===== src/rtl/adder_rr_scheduler.sv =====
// Round-robin front end sharing one N-bit adder among REQ requesters, with a single registered result stage.
// Build option: define ADDER_SAT_EN for unsigned saturation of the sum on carry-out.
module adder_rr_scheduler #(
   parameter  int N   = 32,
   parameter  int REQ = 4,
   localparam int IDW = ($clog2(REQ) > 1) ? $clog2(REQ) : 1
) (
   input  logic                 clk,
   input  logic                 rst_n,
   input  logic [REQ-1:0]       req_valid,
   output logic [REQ-1:0]       req_ready,
   input  logic [REQ*N-1:0]     req_a,
   input  logic [REQ*N-1:0]     req_b,
   output logic                 rsp_valid,
   input  logic                 rsp_ready,
   output logic [N-1:0]         rsp_sum,
   output logic                 rsp_carry,
   output logic [IDW-1:0]       rsp_id
);

   typedef enum logic {EMPTY = 1'b0, FULL = 1'b1} state_t;

   state_t         state_q;
   logic [IDW-1:0] rr_ptr_q;
   logic           rsp_valid_q;
   logic [N-1:0]   rsp_sum_q;
   logic           rsp_carry_q;
   logic [IDW-1:0] rsp_id_q;

   logic [N-1:0]   a_arr [REQ];
   logic [N-1:0]   b_arr [REQ];

   generate
      for (genvar gi = 0; gi < REQ; gi++) begin : g_unpack
         assign a_arr[gi] = req_a[gi*N +: N];
         assign b_arr[gi] = req_b[gi*N +: N];
      end
   endgenerate

   logic           grant_found;
   logic [IDW-1:0] grant_idx;
   logic           can_accept;
   logic           accept;
   logic [N:0]     sum_full;
   logic [N-1:0]   sum_d;
   logic [IDW-1:0] rr_ptr_d;

   // First valid requester scanning upward from the pointer, wrapping modulo REQ.
   always_comb begin
      int j;
      grant_found = 1'b0;
      grant_idx   = '0;
      j           = 0;
      for (int k = 0; k < REQ; k++) begin
         j = int'(rr_ptr_q) + k;
         if (j >= REQ) j = j - REQ;
         if (!grant_found && req_valid[IDW'(j)]) begin
            grant_found = 1'b1;
            grant_idx   = IDW'(j);
         end
      end
   end

   assign can_accept = (state_q == EMPTY) || rsp_ready;
   assign accept     = grant_found && can_accept;

   // Ready is also forced low while reset is held, so nothing looks accepted.
   always_comb begin
      req_ready = '0;
      if (accept && rst_n) req_ready[grant_idx] = 1'b1;
   end

   assign sum_full = {1'b0, a_arr[grant_idx]} + {1'b0, b_arr[grant_idx]};

`ifdef ADDER_SAT_EN
   assign sum_d = sum_full[N] ? {N{1'b1}} : sum_full[N-1:0];
`else
   assign sum_d = sum_full[N-1:0];
`endif

   assign rr_ptr_d = (grant_idx == IDW'(REQ-1)) ? '0 : grant_idx + IDW'(1);

   always_ff @(posedge clk or negedge rst_n) begin
      if (!rst_n) begin
         state_q     <= EMPTY;
         rsp_valid_q <= 1'b0;
         rsp_sum_q   <= '0;
         rsp_carry_q <= 1'b0;
         rsp_id_q    <= '0;
         rr_ptr_q    <= '0;
      end else begin
         case (state_q)
            EMPTY: begin
               if (accept) begin
                  state_q     <= FULL;
                  rsp_valid_q <= 1'b1;
               end
            end
            FULL: begin
               if (rsp_ready && !accept) begin
                  state_q     <= EMPTY;
                  rsp_valid_q <= 1'b0;
               end
            end
            default: begin
               state_q     <= EMPTY;
               rsp_valid_q <= 1'b0;
            end
         endcase
         if (accept) begin
            rsp_sum_q   <= sum_d;
            rsp_carry_q <= sum_full[N];
            rsp_id_q    <= grant_idx;
            rr_ptr_q    <= rr_ptr_d;
         end
      end
   end

   assign rsp_valid = rsp_valid_q;
   assign rsp_sum   = rsp_sum_q;
   assign rsp_carry = rsp_carry_q;
   assign rsp_id    = rsp_id_q;

endmodule


===== config.mk =====
export PLATFORM = sky130hd
export DESIGN_NAME = adder_rr_scheduler
export DESIGN_NICKNAME = d
export VERILOG_FILES = /design/src/rtl/adder_rr_scheduler.sv
export SDC_FILE = /design/constraint.sdc
export NUM_CORES = 1
export LEC_CHECK = 0
export CAP_MARGIN = 0
export CORE_ASPECT_RATIO = 1.4
export CORE_MARGIN = 1.5
export CORE_UTILIZATION = 36
export DETAILED_ROUTE_END_ITERATION = 10
export PLACE_DENSITY = 0.85
export SYNTH_ARGS = -nofsm -noshare
export SYNTH_HDL_FRONTEND = slang
export SYNTH_SLANG_ARGS = --single-unit

===== constraint.sdc =====
create_clock -name clk -period 3.88 [get_ports clk]
set_clock_uncertainty 0.15 [all_clocks]
set_input_delay 0.776 -clock clk [delete_from_list [all_inputs] [get_ports clk]]
set_output_delay 0.776 -clock clk [all_outputs]
set_load 0.02 [all_outputs]

==> impl_summary.log, run 1 <==
[metrics] outcome: finished with violations
[metrics] violations in the final reports: negative setup slack
[metrics] area of the mapped netlist: 5373 sq um
[metrics] endpoint class of the critical path: flop
[metrics] core area: 14,510 sq um
[metrics] Total Routed Length: 26.54 mm
[metrics] cell types occupying the most area after synthesis: sky130_fd_sc_hd__nand2_1 23%, sky130_fd_sc_hd__dfrtp_1 18%, sky130_fd_sc_hd__ha_1 8.4%
[metrics] detailed placement HPWL: 18.43 mm
[metrics] net count after synthesis: 1,151
[metrics] Register-to-Register Setup Slack: -0.21 ns
[metrics] count of unique library cells instantiated by Yosys: 56
[metrics] Area Growth Syn to Fin: 100.1%
[metrics] maximum VDD drop: 0.0006514 V
[metrics] Syn. warnings: 0
[metrics] number of antenna violations at the first check in global routing: 0
[metrics] Crit Path Category: primary input to flop
[metrics] Worst setup endpoint: rsp_sum[26]$_DFFE_PN0P_
[metrics] setup repair after global routing missed its margin: true
[metrics] Rel. slew slack: 63.05%
[metrics] GPL Wtd Cong: 0.9519
[metrics] post-layout minimum cycle time: 4.096 ns
[metrics] number of hold violations in the final report: 0
[metrics] final worst slack: -0.2165 ns
[metrics] highest clock frequency the design can meet: 244.1 MHz
[metrics] internal cell power: 6.220 mW
[metrics] proportion of synthesized flip-flops having asynchronous set or reset: 100.0%
[metrics] width of the chip: 106.2 microns
[metrics] vias: 8,046
[metrics] switching share of power: 48.48%
[metrics] aggregate negative setup slack: -0.9090 ns
[metrics] Post-Place Cells: 1,423
[metrics] kind of launch point of the worst setup path: primary input
[metrics] share of the core filled with cells: 74.10%
[metrics] data required time at the worst endpoint: 3.88 ns
[metrics] router iterations before antenna repair: 5
[metrics] number of placed I/O pins: 303
[metrics] number of failing setup endpoints in the final timing report: 13
[metrics] Clock Root Buffer: sky130_fd_sc_hd__clkbuf_16
[metrics] share of the synthesized area in the top cell type: 23.06%
[metrics] largest fanout on the critical path: 13
[metrics] total clock buffers created by CTS: 5
[metrics] synthesis-stage register bit count: 39
[metrics] wire length of the first global-routing pass: 38.15 mm
[metrics] Worst setup startpoint: req_valid[3]
[metrics] Total Power Consumption: 12.07 mW
[metrics] Combinational Power Share: 90.2%
[metrics] RR Startpoint: rr_ptr_q[1]$_DFFE_PN0P_
[metrics] number of non-filler instances in the completed layout: 1,463
[metrics] vias per cell: 5.500
[metrics] CTS Sinks: 39
[metrics] Pwr per Cell Area: 1123 nW/um^2
[metrics] count of flip-flops with a built-in enable after synthesis: 0
[metrics] total global routing overflow: 0
[metrics] pin count of the biggest net entering global routing: 29
[metrics] clock-pin slew on the worst setup and hold paths: 0.06 ns
[metrics] worst reg2reg path endpoint: rsp_sum[26]$_DFFE_PN0P_
[metrics] nets: 1,574
[metrics] WL/cell: 18.14 microns
[metrics] height of the chip: 147.5 microns
[metrics] most common cell in the netlist: sky130_fd_sc_hd__nand2_1
[metrics] fraction of final layout cells sized beyond drive strength 1: 23.78%
[metrics] Max clock buf depth: 2
[metrics] switching power of the nets: 5.853 mW
[metrics] slew at the pin closest to its max-slew limit: 0.5522 ns
[metrics] floorplan die area: 15,680 sq um
[metrics] part of the power in the clock network: 3.5%
[metrics] drt first-iter violations: 409
[metrics] clock insertion delay at the later pin of the skew report: 0.28 ns
[metrics] reg2reg path depth: 20
[metrics] count of antenna diodes in the layout: 0
[metrics] sequential-to-total area share from yosys stat: 18.16%
[metrics] Reg power frac: 6.3%
[metrics] max-slew violation count: 0
[metrics] initial core utilization: 37.03%
[metrics] number of rows created at floorplan: 52
[metrics] synthesized instance count: 851
[metrics] number of global-route vias before repair: 7,749
[metrics] post-synthesis cell type with the largest combined area: sky130_fd_sc_hd__nand2_1
[metrics] final antenna-violating net count: 0
[metrics] mean instance size in the synthesized netlist: 6.313 sq um
[metrics] Lkg Pwr: 4.757 nW
[metrics] number of maximum-capacitance constraint violations: 0
[metrics] class of the tightest hold or removal check: primary input to async pin
[metrics] quantity of hold-fixing buffers added after cts: 0
[metrics] total global routing track utilization: 30.42%
[metrics] post-route clock period utilization: 105.6%
[metrics] Port-buffer cells: 302
[metrics] CTS tree: yes
[metrics] post-detailed-route DRC marker count: 0
[metrics] Max H-tree Level: 2
[metrics] arrival time reported for the critical path endpoint: 4.10 ns
[metrics] flip-flop cell with the highest count after synthesis: sky130_fd_sc_hd__dfrtp_1
[metrics] leading cell types by count after synthesis: 330 x sky130_fd_sc_hd__nand2_1, 70 x sky130_fd_sc_hd__a31oi_1, 69 x sky130_fd_sc_hd__and3_1
## metrics by stage
step           setup slack, ns  area (sq um)  hold slack [ns]
2_1_floorplan        -0.001565          5404           0.2891
3_3_place_gp           -0.7455          9478           0.3096
3_5_place_dp           -0.8848          9478           0.3162
4_1_cts               -0.06856         10160           0.3091
5_1_grt                -0.3530         10750           0.3297
6_report               -0.2165         10750           0.3106
## flip-flops by register name, summed over array words and instances, names as in the netlist
| name | cells |
|---|---|
| rr_ptr_q | 2 |
| rsp_carry | 1 |
| rsp_id | 2 |
| rsp_sum | 32 |
| rsp_valid | 1 |
| state_q | 1 |
## layer usage
metal	wire length (microns)	part of all wire, %	vias up	track usage, %
met5	0	0	-	0
met4	1238	4.7	0	12.09
met3	1479	5.6	91	4.012
met2	14210	54	361	57.77
met1	9609	36	3758	33.57
li1	-	-	3836	-
## how the worst min path moves through the flow
stage	from	to	slack, ns	depth (start not counted)
2_1_floorplan	state_q$_DFF_PN0_	rsp_valid$_DFFE_PN0P_	0.29	1
3_3_place_gp	rsp_sum[0]$_DFFE_PN0P_	rsp_sum[0]$_DFFE_PN0P_	0.31	2
3_5_place_dp	rsp_sum[1]$_DFFE_PN0P_	rsp_sum[1]$_DFFE_PN0P_	0.32	2
4_1_cts	rst_n	rsp_sum[20]$_DFFE_PN0P_	0.31	1
5_1_grt	rst_n	rsp_sum[24]$_DFFE_PN0P_	0.33	1
6_report	rst_n	rsp_sum[20]$_DFFE_PN0P_	0.31	1
## cell type report
type | instances | area [sq um]
multi-input cells | 746 | 4718
well taps | 189 | 236.5
flip-flops and latches | 39 | 977.2
clock buffers | 6 | 138.9
clock inverters | 1 | 5.005
repair buffers | 472 | 4622
inverters | 10 | 53.80
fillers | 1064 | 3757
## critical path, cell delays in order
cell	delay, ns
sky130_fd_sc_hd__buf_8	0.10
sky130_fd_sc_hd__buf_4	0.14
sky130_fd_sc_hd__nor2_4	0.11
sky130_fd_sc_hd__nand2_1	0.09
sky130_fd_sc_hd__and2_4	0.19
sky130_fd_sc_hd__buf_12	0.14
sky130_fd_sc_hd__inv_16	0.11
sky130_fd_sc_hd__buf_12	0.15
sky130_fd_sc_hd__buf_4	0.16
sky130_fd_sc_hd__nand2_1	0.07
sky130_fd_sc_hd__a31oi_2	0.23
sky130_fd_sc_hd__ha_1	0.30
sky130_fd_sc_hd__buf_4	0.16
sky130_fd_sc_hd__buf_4	0.13
sky130_fd_sc_hd__nand2_1	0.14
sky130_fd_sc_hd__o21ai_0	0.15
sky130_fd_sc_hd__a21oi_1	0.25
sky130_fd_sc_hd__o31ai_1	0.12
sky130_fd_sc_hd__a31oi_1	0.27
sky130_fd_sc_hd__xor2_1	0.24
sky130_fd_sc_hd__o21ai_1	0.08
## power groups by stage
| stage | Sequential [mW] | Clock [mW] | Combinational [mW] |
|---|---|---|---|
| 2_1_floorplan | 0.965 | 0 | 4.58 |
| 3_3_place_gp | 0.753 | 0 | 8.20 |
| 3_5_place_dp | 0.758 | 0 | 8.34 |
| 4_1_cts | 0.757 | 0.421 | 9.38 |
| 5_1_grt | 0.790 | 0.441 | 11.5 |
| 6_report | 0.766 | 0.420 | 10.9 |
## repair_timing
item                       in CTS  in global routing
setup endpoints to repair      30                 27
gates resized for setup        81                113
cloned                          5                  2
setup buffers                  13                 17
pin swaps                      43                 68
## kinds of logic (layout without fill, tap and decap cells)
group                    Yosys count  after routing  synth area share (%)
AO/OA/AOI/OAI                    207            207                 24.31
XOR/XNOR                          19             19                 3.097
adder cells (fa/ha/maj)           37             37                 8.756
buffers and inverters             66            489                 6.428
flip-flops                        39             39                 18.16
multiplexers                       1              1                0.2096
AND/OR/NAND/NOR                  482            482                 39.03
## layout by cell type (no fill, tap or decap), types with 7 or more instances in the layout
master | Yosys | routed
sky130_fd_sc_hd__nand2_1 | 330 | 316
sky130_fd_sc_hd__clkdlybuf4s50_1 | 0 | 295
sky130_fd_sc_hd__buf_4 | 7 | 140
sky130_fd_sc_hd__and3_1 | 69 | 62
sky130_fd_sc_hd__a31oi_1 | 70 | 50
sky130_fd_sc_hd__dfrtp_1 | 39 | 38
sky130_fd_sc_hd__nor2_1 | 35 | 31
sky130_fd_sc_hd__o21ai_0 | 44 | 29
sky130_fd_sc_hd__ha_1 | 36 | 24
sky130_fd_sc_hd__a21oi_2 | 0 | 20
sky130_fd_sc_hd__a21oi_1 | 39 | 17
sky130_fd_sc_hd__a31oi_2 | 0 | 14
sky130_fd_sc_hd__buf_12 | 0 | 14
sky130_fd_sc_hd__nand2_2 | 0 | 13
sky130_fd_sc_hd__o21ai_1 | 2 | 12
sky130_fd_sc_hd__a21o_1 | 11 | 11
sky130_fd_sc_hd__xor2_1 | 11 | 10
sky130_fd_sc_hd__buf_6 | 7 | 10
sky130_fd_sc_hd__nand4_1 | 8 | 8
sky130_fd_sc_hd__inv_1 | 9 | 8
sky130_fd_sc_hd__nand3_1 | 12 | 8
sky130_fd_sc_hd__and3_4 | 0 | 7
Power figures use the tool's default switching activity.
==> run 2, diff against run 1 <==
--- a/config.mk
+++ b/config.mk
@@ -5,12 +5,13 @@
 export SDC_FILE = /design/constraint.sdc
 export NUM_CORES = 1
 export LEC_CHECK = 0
-export CAP_MARGIN = 0
+export CAP_MARGIN = 30
 export CORE_ASPECT_RATIO = 1.4
 export CORE_MARGIN = 1.5
 export CORE_UTILIZATION = 36
 export DETAILED_ROUTE_END_ITERATION = 10
 export PLACE_DENSITY = 0.85
+export SLEW_MARGIN = 20
 export SYNTH_ARGS = -nofsm -noshare
 export SYNTH_HDL_FRONTEND = slang
 export SYNTH_SLANG_ARGS = --single-unit
==> results of run 2 <==
The final DEF is identical to that of run 1; final timing and power are the same.
==> run 3, diff against run 2 <==
--- a/config.mk
+++ b/config.mk
@@ -8,9 +8,9 @@
 export CAP_MARGIN = 30
 export CORE_ASPECT_RATIO = 1.4
 export CORE_MARGIN = 1.5
-export CORE_UTILIZATION = 36
+export CORE_UTILIZATION = 40
 export DETAILED_ROUTE_END_ITERATION = 10
-export PLACE_DENSITY = 0.85
+export PLACE_DENSITY_LB_ADDON = 0.08
 export SLEW_MARGIN = 20
 export SYNTH_ARGS = -nofsm -noshare
 export SYNTH_HDL_FRONTEND = slang
==> constraint.sdc (replaced) <==
create_clock -name clk -period 4.6 [get_ports clk]
set_clock_uncertainty 0.15 [all_clocks]
set_input_delay 0.92 -clock clk [delete_from_list [all_inputs] [get_ports clk]]
set_output_delay 0.92 -clock clk [all_outputs]
set_load 0.02 [all_outputs]
==> impl_summary.log, run 3 (synthesis results as in run 1) <==
[metrics] outcome: complete, no violations
[metrics] post-route clock period utilization: 95.58%
[metrics] height of the chip: 140.1 microns (-5.0%)
[metrics] endpoint class of the critical path: flop
[metrics] largest fanout on the critical path: 19 (+6)
[metrics] Setup WS pre-CTS: -0.4005 ns (+0.4844 ns)
[metrics] number of stages on the worst hold path: 2
[metrics] Crit Path Category: primary input to flop
[metrics] share of the core filled with cells: 75.32% (+1.2 points)
[metrics] Total Power Consumption: 8.685 mW (-28%)
[metrics] Total Routed Length: 24.48 mm (-7.7%)
[metrics] number of maximum-capacitance constraint violations: 0 (unchanged)
[metrics] data required time at the worst endpoint: 4.59 ns (+0.71 ns)
[metrics] met2 usage: 57.97% (+0.19 points)
[metrics] drt first-iter violations: 477 (+17%)
[metrics] Area Growth Syn to Fin: 82.21%
[metrics] number of rows created at floorplan: 49 (-5.8%)
[metrics] Register-to-Register Setup Slack: 0.63 ns (+0.84 ns)
[metrics] count of antenna diodes in the layout: 0 (unchanged)
[metrics] core area: 13,000 sq um (-10%)
[metrics] vias: 7,657 (-4.8%)
[metrics] number of placed I/O pins: 303 (unchanged)
[metrics] clock insertion delay at the later pin of the skew report: 0.29 ns (about the same)
[metrics] number of global-route vias before repair: 7,086 (-8.6%)
[metrics] highest clock frequency the design can meet: 227.4 MHz
[metrics] WL/cell: 17.36 microns (-4.3%)
[metrics] pin count of the biggest net entering global routing: 55 (+90%)
[metrics] width of the chip: 101.0 microns (-5.0%)
[metrics] total global routing overflow: 0 (unchanged)
[metrics] max-slew violation count: 0 (unchanged)
[metrics] GRT Max-Usage Layer: met2
[metrics] Port-buffer cells: 302 (unchanged)
[metrics] GPL Wtd Cong: 1.014 (+6.5%)
[metrics] Fill cells: 1,085 (+2.0%)
[metrics] final worst slack: 0.2031 ns (+0.4196 ns)
[metrics] vias per cell: 5.430 (-1.3%)
[metrics] post-detailed-route DRC marker count: 0 (unchanged)
[metrics] setup repair after global routing missed its margin: true
[metrics] met3 Resource Use GR: 4.441% (+0.43 points)
[metrics] number of hold violations in the final report: 0 (unchanged)
[metrics] nets: 1,531 (-2.7%)
[metrics] most used cells in the layout excluding fill and tap cells: 326 x sky130_fd_sc_hd__nand2_1, 299 x sky130_fd_sc_hd__clkdlybuf4s50_1, 113 x sky130_fd_sc_hd__buf_4
[metrics] initial core utilization: 41.34% (+4.3 points)
[metrics] detailed placement HPWL: 19.97 mm (+8.4%)
[metrics] arrival time reported for the critical path endpoint: 4.38 ns (+0.28 ns)
[metrics] class of the tightest hold or removal check: flop to flop
[metrics] Max H-tree Level: 2 (unchanged)
[metrics] clock-pin slew on the worst setup and hold paths: 0.06 ns (about the same)
[metrics] number of failing setup endpoints in the final timing report: 0 (-13)
[metrics] fraction of final layout cells sized beyond drive strength 1: 14.77% (-9.0 points)
[metrics] Lkg Pwr: 4.435 nW (-6.8%)
[metrics] CTS tree: yes
[metrics] total clock buffers created by CTS: 5 (unchanged)
[metrics] most common cell after layout, fill and taps aside: sky130_fd_sc_hd__nand2_1
[metrics] Pwr per Cell Area: 887.2 nW/um^2 (-21%)
[metrics] post-layout minimum cycle time: 4.397 ns
[metrics] Max clock buf depth: 2 (unchanged)
[metrics] flip-flop count of the largest register, all copies and words added: 32 (unchanged)
[metrics] kind of launch point of the worst setup path: primary input
[metrics] CTS Sinks: 39 (unchanged)
[metrics] router iterations before antenna repair: 5 (unchanged)
[metrics] Rel. slew slack: 42.08% (-21 points)
[metrics] maximum VDD drop: 0.0003936 V (-40%)
[metrics] GR Util met1: 44.12% (+11 points)
[metrics] Clock Root Buffer: sky130_fd_sc_hd__clkbuf_16
[metrics] final antenna-violating net count: 0 (unchanged)
[metrics] aggregate negative setup slack: 0 ns (+0.9090 ns)
[metrics] floorplan die area: 14,150 sq um (-9.8%)
[metrics] reg2reg path depth: 17 (-15%)
[metrics] wire length of the first global-routing pass: 37.23 mm (-2.4%)
[metrics] number of antenna violations at the first check in global routing: 0 (unchanged)
[metrics] total global routing track utilization: 33.72% (+3.3 points)
[metrics] slew at the pin closest to its max-slew limit: 0.8658 ns (+0.3136 ns)
[metrics] post-route worst hold slack: 0.3220 ns (+0.01138 ns)
## run 3: changes by cell type in the layout (fill, tap and decap cells not counted), moves of 6 or more
| cell | change |
|---|---|
| sky130_fd_sc_hd__and3_1 | +7 |
| sky130_fd_sc_hd__a21oi_1 | +15 |
| sky130_fd_sc_hd__nand2_2 | -9 |
| sky130_fd_sc_hd__a21oi_2 | -13 |
| sky130_fd_sc_hd__nand2_1 | +10 |
| sky130_fd_sc_hd__o21ai_1 | -6 |
| sky130_fd_sc_hd__ha_1 | +6 |
| sky130_fd_sc_hd__o21ai_0 | +10 |
| sky130_fd_sc_hd__buf_4 | -27 |
| sky130_fd_sc_hd__and3_4 | -7 |
| sky130_fd_sc_hd__buf_6 | -7 |
| sky130_fd_sc_hd__buf_12 | -7 |
| sky130_fd_sc_hd__a31oi_1 | +13 |
| sky130_fd_sc_hd__a31oi_2 | -8 |
## run 3: path summary, 6_finish.rpt
path	start	endpoint
max	req_valid[2]	rsp_sum[19]$_DFFE_PN0P_
max reg2reg	rr_ptr_q[1]$_DFFE_PN0P_	rsp_sum[19]$_DFFE_PN0P_
min	rsp_sum[1]$_DFFE_PN0P_	rsp_sum[1]$_DFFE_PN0P_
min reg2reg	rsp_sum[1]$_DFFE_PN0P_	rsp_sum[1]$_DFFE_PN0P_
min in group asynchronous	rst_n	rsp_sum[15]$_DFFE_PN0P_
max in group asynchronous	rst_n	rsp_sum[30]$_DFFE_PN0P_
## run 3: through the flow
| step | instances | area (sq um) |
|---|---|---|
| floorplan | 851 | 5373 |
| global placement | 1397 | 9321 |
| detailed placement | 1397 | 9321 |
| CTS | 1407 | 9638 |
| global route | 1410 | 9789 |
| finish | 1410 | 9789 |
## run 3: repair_timing
| item | 4_1_cts | 5_1_grt |
|---|---|---|
| pin swaps | 2 | 13 |
| gates resized for setup | 18 | 35 |
| hold buffers | 0 | 0 |
| cloned | 2 | 0 |
| setup buffers | 0 | 3 |
| endpoints found under the setup margin | 13 | 27 |
## run 3: power breakdown
group          switching [mW]  total, mW  internal, mW
combinational            3.97       7.64          3.67
clock                   0.136      0.406         0.269
sequential              0.104      0.635         0.531
## run 3: per-layer routing
metal	up-vias	part of all wire, %
met5	-	0
met4	0	2.1
met3	31	7.5
met2	382	49
met1	3503	41
li1	3741	-
## run 3: cell type report
class,instances,area (sq um),share of cell area (%)
Multi-Input combinational cell,746,4225,43.16
Timing Repair Buffer,429,4149,42.38
Sequential cell,39,975.9,9.969
Tap cell,178,222.7,2.275
Clock buffer,6,138.9,1.419
Inverter,10,42.54,0.4346
Clock inverter,2,35.03,0.3579
## run 3: critical path: stages
cell	delay (ns)
sky130_fd_sc_hd__clkdlybuf4s50_1	0.44
sky130_fd_sc_hd__nand2_1	0.08
sky130_fd_sc_hd__nor2_1	0.05
sky130_fd_sc_hd__a211oi_2	0.23
sky130_fd_sc_hd__and2_4	0.28
sky130_fd_sc_hd__bufbuf_16	0.33
sky130_fd_sc_hd__nand2_1	0.05
sky130_fd_sc_hd__and3_1	0.17
sky130_fd_sc_hd__a31oi_1	0.17
sky130_fd_sc_hd__ha_1	0.32
sky130_fd_sc_hd__a21oi_1	0.16
sky130_fd_sc_hd__nand2_1	0.13
sky130_fd_sc_hd__o21ai_1	0.16
sky130_fd_sc_hd__buf_4	0.13
sky130_fd_sc_hd__nand3b_1	0.16
sky130_fd_sc_hd__a31oi_1	0.27
sky130_fd_sc_hd__xor2_1	0.23
sky130_fd_sc_hd__o21ai_0	0.10
==> patch 1 (config.mk and constraints of run 3) <==
Add a define of `ADDER_SAT_EN`.
--- a/src/rtl/adder_rr_scheduler.sv
+++ b/src/rtl/adder_rr_scheduler.sv
@@ -1,5 +1,7 @@
 // Round-robin front end sharing one N-bit adder among REQ requesters, with a single registered result stage.
 // Build option: define ADDER_SAT_EN for unsigned saturation of the sum on carry-out.
+`define ADDER_SAT_EN
+
 module adder_rr_scheduler #(
    parameter  int N   = 32,
    parameter  int REQ = 4,
Formal check against the unedited RTL: not equivalent (Yosys sat finds a counterexample within 4 cycles, from zero or initial values and one cycle with rst_n low).
==> patch 1 against run 3 <==
- sequential cell count is the same
- sequential share of layout area shrank 0.23 points
- worst hold slack lost 0.0080 ns
- wire length shrank 3.5%
- final cell count shrank 0.50%
- sequential power shrank 4.9%
- register-to-register slack lost 0.49 ns
- maximum frequency shrank 3.7%
- area after synthesis shrank 0.54%
- cell area grew 2.3%
- setup slack lost 0.17 ns
- power grew 8.1%
- global-route usage shrank 2.7 points
- highest routed layer unchanged
==> patch 1: results (changes against run 3) <==
Power
  • Leakage: 4.49 nW (was 4.43 nW)
  • Net load switching power: 0.00450 W (was 0.00421 W)
  • VDD IR-drop max: 0.457 mV (was 0.394 mV)

Finish
  • Nets@finish: 1524 (was 1531)
  • Layout Cells excl Fill: 1403 (was 1410)
  • Number of diodes: 0 (unchanged)
  • Share of cells above drive strength 1: 17.7% (was 14.8%)

Yosys
  • Async set-reset flop share out of synthesis: 100% (unchanged)
  • Library cells used by synthesis: 52 (was 56)
  • Top post-synthesis cells by area: nand2_1 (20%), dfrtp_1 (18%), ha_1 (8.4%) (was nand2_1 (23%), dfrtp_1 (18%), ha_1 (8.4%))
  • Post-synth top cells: nand2_1 (289), and3_1 (71), a31oi_1 (69), nor2_1 (49), dfrtp_1 (39) (was nand2_1 (330), a31oi_1 (70), and3_1 (69), o21ai_0 (44))
  • Synth warn: 0 (unchanged)
  • Avg Cell Area, Syn: 6.50 um^2 (was 6.31 um^2)
  • Post-synth top area share: 20.3% (was 23.1%)
  • Post-synth net total: 1122 (was 1151)
  • Register area share after synthesis: 18.3% (was 18.2%)

Placed design
  • Post-DP Area: 9380 um^2 (was 9320 um^2)
  • Setup WS pre-CTS: -0.635 ns (was -0.400 ns)
  • GP Congestion: 1.00 (was 1.01)
  • Post-DP HPWL: 17500 um (was 20000 um)

Routing
  • Met3 wire length: 1640 um (was 1830 um)
  • Drt wl/cell: 16.8 um (was 17.4 um)
  • WL met2: 12300 um (was 12100 um)
  • Via count: 7582 (was 7657)
  • Met1 WL: 8770 um (was 10000 um)
  • Initial DRC Count: 520 (was 477)

Setup path
  • Critical-path cell with the highest stage delay: and2_4 (was clkdlybuf4s50_1)
  • Crit-path max FO: 14 (was 19)
  • Arrival @ worst endpoint: 4.59 ns (was 4.38 ns)
  • CP max stage delay: 0.31 ns (was 0.44 ns)

Hold path
  • Worst hold-check path type: primary input to async pin (was register to register)

Global route
  • Met2 usage: 59.1% (was 58.0%)
  • First-pass GRT wire length: 35200 um (was 37200 um)
  • Pin count of the biggest net entering global routing: 36 (was 55)
  • Vias in the first global route: 7429 (was 7086)
  • Met1 GRT Util: 34.5% (was 44.1%)
  • Met3 usage: 4.07% (was 4.44%)
  • Gr usage total: 31.0% (was 33.7%)

Outcome
  • Status: completed (unchanged)

Clocking
  • CTS Buf Count: 5 (unchanged)
  • Root Driver: clkbuf_16 (unchanged)
  • Clk Latency, worst-skew pair: 0.29 ns (about the same)
  • # H-tree levels: 2 (unchanged)

Timing
  • Worst Tran Pin Value: 0.633 ns (was 0.866 ns)
-- patch 1: cell types whose count changed after synthesis, sizes merged, moves of 9 or more --
cell / run 3 / this run
a21oi: 39 / 63
buf: 31 / 22
clkbuf: 25 / 34
nand2: 330 / 289
nor2: 35 / 49
o21ai: 46 / 17
-- patch 1: cells by family (layout without fill, tap and decap cells) --
logic type | after synthesis | in the layout | synth area share (%)
mux | 2 | 2 | 0.375
fa+ha+maj | 37 | 37 | 8.80
flops | 39 | 39 | 18.3
xor+xnor | 27 | 27 | 4.43
simple gates | 449 | 449 | 36.6
compound gates | 202 | 202 | 26.1
buf+inv | 66 | 469 | 5.46
-- patch 1: area by class of cell --
class | instances | area, um^2
Clock buffer | 5 | 125
Fill cell | 987 | 2920
Sequential cell | 39 | 976
Clock inverter | 3 | 15.0
Inverter | 10 | 50.0
Tap cell | 178 | 223
Multi-Input combinational cell | 717 | 4210
Timing Repair Buffer | 451 | 4420
-- patch 1: power groups by stage --
stage	logic, W	registers (W)	clock network (W)
after global placement	0.00732	0.000598	0
after floorplan	0.00427	0.000735	0
after global routing	0.00909	0.000621	0.000353
after CTS	0.00788	0.000596	0.000342
after detailed placement	0.00741	0.000600	0
final	0.00844	0.000604	0.000344
-- patch 1: what timing repair did --
item,CTS,global route
resized for setup,29,30
endpoints found under the setup margin,36,33
hold buffers,0,0
endpoints found under the hold margin,0,0
pin swaps,14,23
cloned,3,4
setup buffers,10,10
-- patch 1: worst register-to-register path, cell delays in order, from the launching register on --
cell,delay (ns)
dfrtp_1,0.46
nor2b_2,0.20
o21bai_4,0.16
a211oi_2,0.25
and2_4,0.31
clkinv_8,0.12
bufbuf_16,0.30
nand2_1,0.06
and3_1,0.15
a31oi_1,0.09
ha_1,0.27
a21o_1,0.21
a21oi_2,0.26
buf_4,0.17
a2bb2oi_2,0.06
o31a_1,0.28
a31o_4,0.27
a31oi_4,0.22
buf_6,0.17
clkbuf_16,0.15
a21oi_2,0.05
-- patch 1: path summary, 6_finish.rpt --
path                                     endpoint  depth (start not counted)  slack [ns]                    start
min                         rsp_id[0]$_DFFE_PN0P_                          1        0.31                    rst_n
max                        rsp_sum[8]$_DFFE_PN0P_                         21        0.03             req_valid[3]
max reg2reg                rsp_sum[8]$_DFFE_PN0P_                         20        0.14  rr_ptr_q[1]$_DFFE_PN0P_
min in group clk            rsp_id[0]$_DFFE_PN0P_                          2        0.36    rsp_id[0]$_DFFE_PN0P_
min reg2reg                 rsp_id[0]$_DFFE_PN0P_                          2        0.36    rsp_id[0]$_DFFE_PN0P_
max in group asynchronous  rsp_sum[3]$_DFFE_PN0P_                          2        3.29                    rst_n
==> patch 2 (config.mk and constraints of run 3) <==
Without the edit above. Reset style: synchronous (`rst_n`), changed in one clocked block.
--- a/src/rtl/adder_rr_scheduler.sv
+++ b/src/rtl/adder_rr_scheduler.sv
@@ -80,7 +80,7 @@
 
    assign rr_ptr_d = (grant_idx == IDW'(REQ-1)) ? '0 : grant_idx + IDW'(1);
 
-   always_ff @(posedge clk or negedge rst_n) begin
+   always_ff @(posedge clk) begin
       if (!rst_n) begin
          state_q     <= EMPTY;
          rsp_valid_q <= 1'b0;
Function: differs if rst_n is asserted again (counterexample within 4 cycles, from zero or initial values and one cycle with rst_n low); with rst_n held inactive, the same outputs for 10 cycles.
==> patch 2 against run 3 <==
- setup slack got worse by 0.064 ns
- wire length rose by 11%
- register-to-register slack got worse by 0.05 ns
- cell area rose by 1.1%
- power fell by 42%
- count of clock-buffer cells in the layout fell by 1
- first-iteration DRC count fell by 22%
- sequential cell count did not move
- die area rose by 0.77%
- area after synthesis rose by 0.79%
- global-route usage rose by 2.8 points
- largest cell class unchanged
==> patch 2: results (changes against run 3) <==
Yosys
  • Post-Synth Adder-Cell Area: 8.69% (was 8.76%)
  • Async set-reset flop share out of synthesis: 0% (was 100%)
  • Top post-synthesis cells by area: nand2_1 (21%), dfxtp_1 (14%), ha_1 (8.3%) (was nand2_1 (23%), dfrtp_1 (18%), ha_1 (8.4%))
  • Avg Cell Area, Syn: 6.17 um^2 (was 6.31 um^2)
  • Library cells used by synthesis: 61 (was 56)
  • Post-Synth XOR/XNOR Area: 1.46% (was 3.10%)
  • Post-synthesis compound-gate area fraction: 28.6% (was 24.3%)
  • Post-synth net total: 1178 (was 1151)
  • Post-synth top cells: nand2_1 (310), a31oi_1 (71), and3_1 (70), a21oi_1 (49), dfxtp_1 (39) (was nand2_1 (330), a31oi_1 (70), and3_1 (69), o21ai_0 (44))
  • Register area share after synthesis: 14.4% (was 18.2%)
  • Ys flop type: dfxtp_1 (was dfrtp_1)
  • Mux share of post-synthesis cell area: 0.370% (was 0.210%)

Finish
  • Invs w/o clock: 8 (was 10)
  • Bufs w/o clock: 454 (was 429)
  • Multi-input gates: 771 (was 746)
  • Non-clock buffer share: 43.2% (was 42.4%)
  • Seq cells: 39 (unchanged)
  • Clkbuf count: 5 (was 6)
  • Fillers: 1118 (was 1085)
  • Multi-input gate share of total cell area: 44.6% (was 43.2%)
  • Nets@finish: 1579 (was 1531)
  • ClkCell Share: 1.71% (was 1.78%)
  • Share of cells above drive strength 1: 14.5% (was 14.8%)

Setup path
  • R2R setup slack: 0.58 ns (was 0.63 ns)
  • Worst Setup EP: rsp_sum[17]$_SDFFE_PN0P_ (was rsp_sum[19]$_DFFE_PN0P_)
  • Arrival @ worst endpoint: 4.48 ns (was 4.38 ns)
  • Worst reg-to-reg path cell count: 15 (was 17)

Placed design
  • DP Cell Count: 1447 (was 1397)
  • Setup WS pre-CTS: -0.373 ns (was -0.400 ns)
  • Post-DP Area: 9600 um^2 (was 9320 um^2)
  • Post-DP HPWL: 22600 um (was 20000 um)

Global route
  • First-pass GRT wire length: 40400 um (was 37200 um)
  • Pin count of the biggest net entering global routing: 33 (was 55)
  • Vias in the first global route: 7856 (was 7086)

Hold path
  • Hold path start: rsp_sum[22]$_SDFFE_PN0P_ (was rsp_sum[1]$_DFFE_PN0P_)
  • Hold EP: rsp_sum[22]$_SDFFE_PN0P_ (was rsp_sum[1]$_DFFE_PN0P_)

Power
  • VDD IR-drop max: 0.261 mV (was 0.394 mV)
  • Gate power share: 81.1% (was 88.0%)
  • Tot Pwr: 0.00503 W (was 0.00868 W)
  • Leakage: 4.39 nW (was 4.43 nW)

Timing
  • Hold Slack: 0.298 ns (was 0.322 ns)

Routing
  • Routed wire length: 27200 um (was 24500 um)
  • Via count: 8264 (was 7657)
  • Initial DRC Count: 374 (was 477)
  • Via density: 5.65 (was 5.43)

Outcome
  • Status: completed (unchanged)
==> patch 2: cell families after synthesis <==
group | count (synthesis)
xor+xnor | 9
flops | 39
compound gates | 231
fa+ha+maj | 37
buf+inv | 68
simple gates | 492
mux | 2
==> patch 2: worst max-delay path, cell delays in order <==
cell,delay [ns]
clkdlybuf4s15_1,0.29
a21oi_1,0.10
o21a_1,0.21
o22ai_4,0.31
inv_4,0.10
buf_4,0.24
nand2_1,0.15
and3_1,0.21
a31oi_1,0.06
ha_1,0.32
buf_4,0.14
nand2_1,0.11
a2111o_2,0.56
a211oi_1,0.32
o21ai_0,0.15
a32o_1,0.28
==> patch 2: metal layers <==
metal / global-route usage (%) / share of wire [%] / wire, um
met1: 36.9 / 34 / 9310
met4: 23.0 / 7.1 / 1940
met5: 0 / 0 / 0
met3: 6.89 / 7.4 / 2000
met2: 67.1 / 51 / 13900
==> patch 2: timing repair <==
item,4_1_cts,5_1_grt
buffers inserted,5,1
pin swaps,3,4
gates cloned,0,1
setup endpoints to repair,7,19
resized for setup,7,14
